===== config.mk =====
export PLATFORM = sky130hd
export DESIGN_NAME = cache_read_ctrl
export DESIGN_NICKNAME = d
export VERILOG_FILES = /design/src/rtl/cache_read_ctrl.sv
export SDC_FILE = /design/constraint.sdc
export NUM_CORES = 2
export LEC_CHECK = 0
export ABC_AREA = 1
export BUFFER_PORTS_ARGS = -buffer_cell sky130_fd_sc_hd__buf_2
export CORE_MARGIN = 1.5
export CORE_UTILIZATION = 28
export DETAILED_ROUTE_END_ITERATION = 10
export SLEW_MARGIN = 10
export SYNTH_ARGS = -nofsm -noshare
export SYNTH_HDL_FRONTEND = slang
export SYNTH_SLANG_ARGS = --single-unit

===== constraint.sdc =====
create_clock -name clk -period 5.1 [get_ports clk]
set_input_delay 0.255 -clock clk [delete_from_list [all_inputs] [get_ports clk]]
set_output_delay 0.255 -clock clk [all_outputs]
set_load 0.01 [all_outputs]

===== src/rtl/cache_read_ctrl.sv =====
`default_nettype none
// ============================================================================
// Module   : cache_read_ctrl
// Brief    : Multi-port round-robin blocking read controller with a
//            direct-mapped one-word-line cache, memory refill and flush.
// Revision : 1.0
// ============================================================================
module cache_read_ctrl #(
  parameter int ADDR_W    = 16,
  parameter int DATA_W    = 32,
  parameter int INDEX_W   = 6,
  parameter int NUM_PORTS = 2,
  parameter int PORT_W    = 1
) (
  input  logic                        clk,
  input  logic                        rst,
  input  logic [NUM_PORTS-1:0]        rd_en,
  input  logic [NUM_PORTS*ADDR_W-1:0] rd_addr,
  output logic [NUM_PORTS-1:0]        rd_grant,
  output logic                        rd_valid,
  output logic [PORT_W-1:0]           rd_port,
  output logic [DATA_W-1:0]           rd_data,
  output logic                        mem_req,
  output logic [ADDR_W-1:0]           mem_addr,
  input  logic                        mem_ack,
  input  logic                        mem_done,
  input  logic [DATA_W-1:0]           mem_data,
  input  logic                        flush,
  output logic                        flush_busy,
  output logic [2:0]                  read_state,
  output logic [15:0]                 hit_cnt,
  output logic [15:0]                 miss_cnt
);

  localparam int c_depth = 2 ** INDEX_W;
  localparam int c_tag_w = ADDR_W - INDEX_W;

  typedef enum logic [2:0] {
    ST_IDLE      = 3'd0,
    ST_HIT       = 3'd1,
    ST_MISS_REQ  = 3'd2,
    ST_MISS_WAIT = 3'd3,
    ST_FLUSH     = 3'd4
  } state_t;

  state_t               r_state;
  state_t               w_next_state;

  logic [c_depth-1:0]   r_valid;
  logic [c_tag_w-1:0]   r_tag_mem  [c_depth];
  logic [DATA_W-1:0]    r_data_mem [c_depth];

  logic [PORT_W-1:0]    r_rr;
  logic                 r_rd_valid;
  logic [PORT_W-1:0]    r_rd_port;
  logic [DATA_W-1:0]    r_rd_data;
  logic [ADDR_W-1:0]    r_miss_addr;
  logic [PORT_W-1:0]    r_miss_port;
  logic                 r_flush_pend;
  logic [INDEX_W-1:0]   r_flush_idx;
  logic [15:0]          r_hit_cnt;
  logic [15:0]          r_miss_cnt;

  logic                 w_found;
  logic [PORT_W-1:0]    w_winner;
  logic [PORT_W-1:0]    w_rr_next;
  logic [ADDR_W-1:0]    w_sel_addr;
  logic [NUM_PORTS-1:0] w_onehot;
  logic [INDEX_W-1:0]   w_index;
  logic [c_tag_w-1:0]   w_tag;
  logic                 w_hit;
  logic                 w_idle_like;
  logic                 w_accept;
  logic                 w_flush_start;
  logic                 w_refill;
  logic [INDEX_W-1:0]   w_miss_index;

  function automatic int rot(input int base, input int off);
    return (base + off) % NUM_PORTS;
  endfunction

  // Round-robin search: first requester at or after the pointer wins.
  always_comb begin
    w_found    = 1'b0;
    w_winner   = '0;
    w_sel_addr = '0;
    w_onehot   = '0;
    for (int i = 0; i < NUM_PORTS; i++) begin
      if (!w_found && rd_en[rot(int'(r_rr), i)]) begin
        w_found                       = 1'b1;
        w_winner                      = PORT_W'(rot(int'(r_rr), i));
        w_sel_addr                    = rd_addr[rot(int'(r_rr), i)*ADDR_W +: ADDR_W];
        w_onehot[rot(int'(r_rr), i)]  = 1'b1;
      end
    end
  end

  assign w_rr_next     = PORT_W'((int'(w_winner) + 1) % NUM_PORTS);
  assign w_index       = w_sel_addr[INDEX_W-1:0];
  assign w_tag         = w_sel_addr[ADDR_W-1:INDEX_W];
  assign w_hit         = r_valid[w_index] && (r_tag_mem[w_index] == w_tag);
  assign w_idle_like   = (r_state == ST_IDLE) || (r_state == ST_HIT);
  // A pending flush blocks new accepts, giving it priority over requests.
  assign w_flush_start = w_idle_like && r_flush_pend;
  assign w_accept      = w_idle_like && !r_flush_pend && w_found;
  assign w_refill      = (r_state == ST_MISS_WAIT) && mem_done;
  assign w_miss_index  = r_miss_addr[INDEX_W-1:0];

  always_comb begin
    w_next_state = r_state;
    case (r_state)
      ST_IDLE, ST_HIT: begin
        if (w_flush_start)  w_next_state = ST_FLUSH;
        else if (w_accept)  w_next_state = w_hit ? ST_HIT : ST_MISS_REQ;
        else                w_next_state = ST_IDLE;
      end
      ST_MISS_REQ:  if (mem_ack)      w_next_state = ST_MISS_WAIT;
      ST_MISS_WAIT: if (mem_done)     w_next_state = ST_IDLE;
      ST_FLUSH:     if (&r_flush_idx) w_next_state = ST_IDLE;
      default:                        w_next_state = ST_IDLE;
    endcase
  end

  always_ff @(posedge clk or negedge rst) begin
    if (!rst) r_state <= ST_IDLE;
    else      r_state <= w_next_state;
  end

  always_ff @(posedge clk or negedge rst) begin
    if (!rst) begin
      r_valid      <= '0;
      r_rr         <= '0;
      r_rd_valid   <= 1'b0;
      r_rd_port    <= '0;
      r_rd_data    <= '0;
      r_miss_addr  <= '0;
      r_miss_port  <= '0;
      r_flush_pend <= 1'b0;
      r_flush_idx  <= '0;
      r_hit_cnt    <= '0;
      r_miss_cnt   <= '0;
    end else begin
      r_rd_valid <= 1'b0;
      if (w_accept) begin
        r_rr <= w_rr_next;
        if (w_hit) begin
          r_rd_valid <= 1'b1;
          r_rd_data  <= r_data_mem[w_index];
          r_rd_port  <= w_winner;
          if (r_hit_cnt != 16'hFFFF) r_hit_cnt <= r_hit_cnt + 16'd1;
        end else begin
          r_miss_addr <= w_sel_addr;
          r_miss_port <= w_winner;
          if (r_miss_cnt != 16'hFFFF) r_miss_cnt <= r_miss_cnt + 16'd1;
        end
      end
      if (w_refill) begin
        r_valid[w_miss_index] <= 1'b1;
        r_rd_valid            <= 1'b1;
        r_rd_data             <= mem_data;
        r_rd_port             <= r_miss_port;
      end
      // Index wraps to zero after the last line, ready for the next flush.
      if (r_state == ST_FLUSH) begin
        r_valid[r_flush_idx] <= 1'b0;
        r_flush_idx          <= r_flush_idx + 1'b1;
      end
      if (w_flush_start)                     r_flush_pend <= 1'b0;
      else if (flush && r_state != ST_FLUSH) r_flush_pend <= 1'b1;
    end
  end

  always_ff @(posedge clk) begin
    if (w_refill) begin
      r_data_mem[w_miss_index] <= mem_data;
      r_tag_mem[w_miss_index]  <= r_miss_addr[ADDR_W-1:INDEX_W];
    end
  end

  assign rd_grant   = w_accept ? w_onehot : '0;
  assign rd_valid   = r_rd_valid;
  assign rd_port    = r_rd_port;
  assign rd_data    = r_rd_data;
  assign mem_req    = (r_state == ST_MISS_REQ);
  assign mem_addr   = r_miss_addr;
  assign flush_busy = r_flush_pend || (r_state == ST_FLUSH);
  assign read_state = r_state;
  assign hit_cnt    = r_hit_cnt;
  assign miss_cnt   = r_miss_cnt;

endmodule
`default_nettype wire


==> results <==
- The flow ran to the end, and the final reports show no timing, DRC or antenna violations.
- The number of nets at the end of the flow is 10.0k.
- The post-layout minimum cycle time is 4.70 ns.
- The final routed DRC violation total is 0.
- The worst hold-check path type is input port to register.
- The total congestion overflow is 0.
- Dividing total power by cell area gives a power density of 378 mW/mm².
- The final design instance area without fill is 0.135 mm².
- STA classifies the critical path startpoint as a register.
- At the end of routability-driven placement, the weighted congestion stood at 0.817.
- The number of fill cells in the layout is 40.9k.
- Once detail routing completed, the nets flagged for antenna violations numbered 0.
- The initial antenna violation count is 25.
- In this run the worst path has a maximum fanout of 150.
- The number of buffers between clock root and the deepest sink is 4.
- The number of port buffers is between 150 and 200.
- CTS placed an instance of sky130_fd_sc_hd__clkbuf_16 at the clock tree root.
- The cell area after synthesis is 0.117 mm².
- The net switching component of the power is around 0.012 W.
- The internal portion of the total power is 0.0392 W.
- The most common flop cell mapped by yosys is sky130_fd_sc_hd__edfxtp_1.
- Global routing consumed, over all layers together, 17.4% of the routing resources.
- Net switching is between 20% and 30% of the power.
- The worst setup path is of the register to register kind.
- The count of placed standard cells in the final layout, fillers left out is ~16k.
- The worst-skew pair later-pin latency is ~0.9 ns.
- The routed wire length is 384000 µm.
- Overall power consumption after layout is estimated at around 0.051 W.
- The clock sink count is 2846.
- The area share of the leading cell type in the synthesized netlist is 69.1%.
- The floorplan step set the die width to between 600 and 700 µm.
- Of all flip-flops after synthesis, the portion carrying an async set or reset was 5.55%.
- Dividing the detail-routed wire length by the instance count gives 24.5 µm.
- In this run the static leakage power is a little under 50 nW.
- The cell area after placement is 0.125 mm².
- The growth of design area from synthesis to finish is 15.7%.
- Static timing analysis puts the maximum clock frequency at 213 MHz.
- The floorplan step defined a die boundary enclosing ~0.42 mm².
- The worst supply voltage drop on vdd is 0.301 mV.
- The first global-routing pass estimated 542000 µm of wire.
- The maximum level of the CTS H-tree is 5.
- The sequential group share of total power is 49.8%.
- The cell count after synthesis came out at 9820.
- The number of placed instances with taps included is 15.1k.
- The floorplan has 237 rows.
- Between clock sinks in the finished design, the worst skew comes to approximately 0.097 ns.
- STA classifies the critical path endpoint as a register.
- Counting instances in the post-synthesis netlist gives the leading cell types as sky130_fd_sc_hd__edfxtp_1, sky130_fd_sc_hd__nand2_1, sky130_fd_sc_hd__nand3_1.
- For this configuration, the core starts out at a cell density of between 20 and 30%.
- The endpoint arrival time on the critical path is between 5 and 6 ns.
- By area the synthesized netlist is led by sky130_fd_sc_hd__edfxtp_1, sky130_fd_sc_hd__nand3_1, sky130_fd_sc_hd__nand2_1, sky130_fd_sc_hd__dfrtp_1, sky130_fd_sc_hd__o21ai_0.
- The number of distinct library cells after synthesis is 44.
- The total negative slack is 0 ns.
- The number of detailed-route iterations in the first pass is 9.
- At the pin with the least slew margin, the transition time is 1.35 ns.
- The clock-pin slew reported for the worst setup and hold paths after clock tree synthesis is 0.06 ns.
- The via count of the first global-routing pass is about 73k.
- The proportion of power drawn by combinational gates is 7.4%.
- The Yosys step of the flow raised 0 warnings.
- The number of pins with negative max-slew slack in the final report is 0.
- A synthesized cell averages 11.9 µm².
- The detailed placer's ending HPWL is 200000 µm.
- The final hold slack is roughly 0.035 ns.
- The die height is approximately 650 µm.
- TritonCTS built the clock tree.
- The core region is 0.416 mm².
- Setup repair after global routing left no endpoint under its margin.
- After the first detailed-routing iteration, the DRC count stood at 11.4k.
- In the routed layout, each cell is associated on average with a via count of 5.11.
- In this run, the clock network consumes 42.8% of the power.
- Setup violations remaining at the end of the flow were counted as 0.
- The pin count of the biggest net entering global routing is 199.
- The final route contains approximately 80k vias.
- The sequential cell area fraction in the yosys report is 72.5%.
- In the finished design, the share of the clock period the worst path needs comes to between 90 and 100%.
- The TritonCTS buffer count is 301.
- The most used standard cell by instance count after synthesis is sky130_fd_sc_hd__edfxtp_1.
- The headroom to the max-slew limit is 10.0%.
- The cell type contributing the most total cell area after synthesis is sky130_fd_sc_hd__edfxtp_1.
- The total of max-cap violations is 0.
- The hold violation count in the final report is 0.
- The I/O pin count is 160.
- In this run, synthesis inferred 2688 flip-flops with an integrated enable.
- Counting every net in the synthesized netlist gives 9894.
- Data on the critical path is required at its endpoint by 5.93 ns.
- The flip-flop and latch count after synthesis is 2846.
- The share of cells above drive strength 1 is 9.17%.
critical path: stages, from the launching register on:
cell	delay, ns
sky130_fd_sc_hd__dfrtp_1	0.48
sky130_fd_sc_hd__inv_2	0.15
sky130_fd_sc_hd__nand2_1	0.06
sky130_fd_sc_hd__nand2_1	0.12
sky130_fd_sc_hd__nand3_4	0.20
sky130_fd_sc_hd__nand2_8	0.22
sky130_fd_sc_hd__buf_12	0.52
sky130_fd_sc_hd__nand2_1	0.10
sky130_fd_sc_hd__nand3_1	0.11
sky130_fd_sc_hd__nand2_1	0.07
sky130_fd_sc_hd__nand2_1	0.05
sky130_fd_sc_hd__nand3_1	0.10
sky130_fd_sc_hd__nand3_1	0.17
sky130_fd_sc_hd__nand3_1	0.22
sky130_fd_sc_hd__nand3_1	0.18
sky130_fd_sc_hd__nand2_1	0.07
sky130_fd_sc_hd__nor2_1	0.18
sky130_fd_sc_hd__nand2_1	0.12
sky130_fd_sc_hd__nor2_4	0.20
sky130_fd_sc_hd__nand3_4	0.26
sky130_fd_sc_hd__nand2_4	0.30
sky130_fd_sc_hd__buf_4	0.37
sky130_fd_sc_hd__nand2_1	0.11
sky130_fd_sc_hd__nand2_1	0.08
logic make-up after synthesis:
logic type / after synthesis / share of synthesized area, %
XOR/XNOR: 25 / 0.187
AND/OR/NAND/NOR: 4783 / 18.1
flip-flops: 2846 / 72.5
multiplexers: 128 / 1.10
AO/OA/AOI/OAI: 898 / 4.23
adder cells (fa/ha/maj): 3 / 0.0321
buffers and inverters: 1137 / 3.91
registers in the layout, indices dropped and copies added (netlist names):
signal	cells
read_state	3
rd_port	1
r_rr	1
r_data_mem	2048
rd_valid	1
r_flush_idx	6
hit_cnt	16
mem_addr	16
r_valid	64
rd_data	32
r_miss_port	1
r_flush_pend	1
miss_cnt	16
r_tag_mem	640
routing by layer:
layer  vias up  routed length [µm]  GRT usage [%]
li1      35100                   -              -
met1     40000              157000           24.4
met2      4170              173000           27.0
met3       703               38300           3.19
met4         6               14900           6.35
met5         -                  38              0
worst paths after layout:
check / start / to / slack, ns / depth (start not counted)
max: r_rr$_DFFE_PN0P_ / rd_data[19]$_DFFE_PN0P_ / 0.40 / 23
min: rd_addr[22] / mem_addr[6]$_DFFE_PN0P_ / 0.03 / 5
max reg2reg: r_rr$_DFFE_PN0P_ / rd_data[19]$_DFFE_PN0P_ / 0.40 / 23
min reg2reg: rd_data[4]$_DFFE_PN0P_ / rd_data[4]$_DFFE_PN0P_ / 0.47 / 2
max in group asynchronous: rst / mem_addr[6]$_DFFE_PN0P_ / 3.84 / 4
min in group asynchronous: rst / mem_addr[4]$_DFFE_PN0P_ / 0.39 / 3
stage by stage:
stage / setup WS, ns / utilization [%]
6_report: 0.399 / 32.5
5_1_grt: 0.127 / 32.5
4_1_cts: 0.204 / 32.5
3_5_place_dp: 0.254 / 30.1
3_3_place_gp: 0.240 / 30.1
2_1_floorplan: 1.39 / -
layout by cell type (no fill, tap or decap), types with 4 or more instances in the layout:
master	instances
sky130_fd_sc_hd__clkbuf_1	67
sky130_fd_sc_hd__xnor2_1	9
sky130_fd_sc_hd__clkinv_8	4
sky130_fd_sc_hd__nor3_1	27
sky130_fd_sc_hd__dfrtp_1	148
sky130_fd_sc_hd__buf_4	178
sky130_fd_sc_hd__clkbuf_8	8
sky130_fd_sc_hd__nand4_1	11
sky130_fd_sc_hd__o21ai_0	525
sky130_fd_sc_hd__o211ai_1	16
sky130_fd_sc_hd__xor2_1	16
sky130_fd_sc_hd__inv_8	4
sky130_fd_sc_hd__mux2i_1	128
sky130_fd_sc_hd__a21oi_1	56
sky130_fd_sc_hd__o22ai_1	270
sky130_fd_sc_hd__inv_2	5
sky130_fd_sc_hd__nand3b_1	183
sky130_fd_sc_hd__dlygate4sd3_1	20
sky130_fd_sc_hd__or2_1	12
sky130_fd_sc_hd__clkinv_1	48
sky130_fd_sc_hd__diode_2	16
sky130_fd_sc_hd__o21ai_1	14
sky130_fd_sc_hd__edfxtp_1	2688
sky130_fd_sc_hd__buf_2	158
sky130_fd_sc_hd__nor2_4	65
sky130_fd_sc_hd__inv_1	495
sky130_fd_sc_hd__o21bai_1	7
sky130_fd_sc_hd__buf_12	75
sky130_fd_sc_hd__inv_6	11
sky130_fd_sc_hd__bufinv_16	28
sky130_fd_sc_hd__clkbuf_16	312
sky130_fd_sc_hd__nand2_1	2004
sky130_fd_sc_hd__clkinv_2	45
sky130_fd_sc_hd__nand3_1	1851
sky130_fd_sc_hd__dfrtp_2	10
sky130_fd_sc_hd__clkinvlp_4	5
sky130_fd_sc_hd__nor2_1	610
timing repair:
| item | CTS | global route |
|---|---|---|
| hold buffers | 21 | 0 |
| setup endpoints to repair | 0 | 33 |
| buffers inserted | 0 | 0 |
| hold endpoints to repair | 141 | 0 |
| gates resized for setup | 0 | 4 |
area by class of cell:
type | instances | area [µm²] | share of cell area (%)
Antenna cell | 16 | 40.0 | 0.0296
Clock buffer | 387 | 8170 | 6.04
Clock inverter | 140 | 1450 | 1.07
Inverter | 508 | 1950 | 1.44
Multi-Input combinational cell | 5837 | 28200 | 20.8
Sequential cell | 2846 | 84700 | 62.6
Tap cell | 5497 | 6880 | 5.09
Timing Repair Buffer | 433 | 3870 | 2.86
power by group through the flow:
stage / clock network, W / logic, W / registers, W
after global placement: 0 / 0.00370 / 0.0260
after detailed placement: 0 / 0.00372 / 0.0260
final: 0.0219 / 0.00380 / 0.0255
after global routing: 0.0229 / 0.00412 / 0.0255
after floorplan: 0 / 0.00229 / 0.0260
after CTS: 0.0221 / 0.00375 / 0.0255
(Power assumes the default switching activity.)
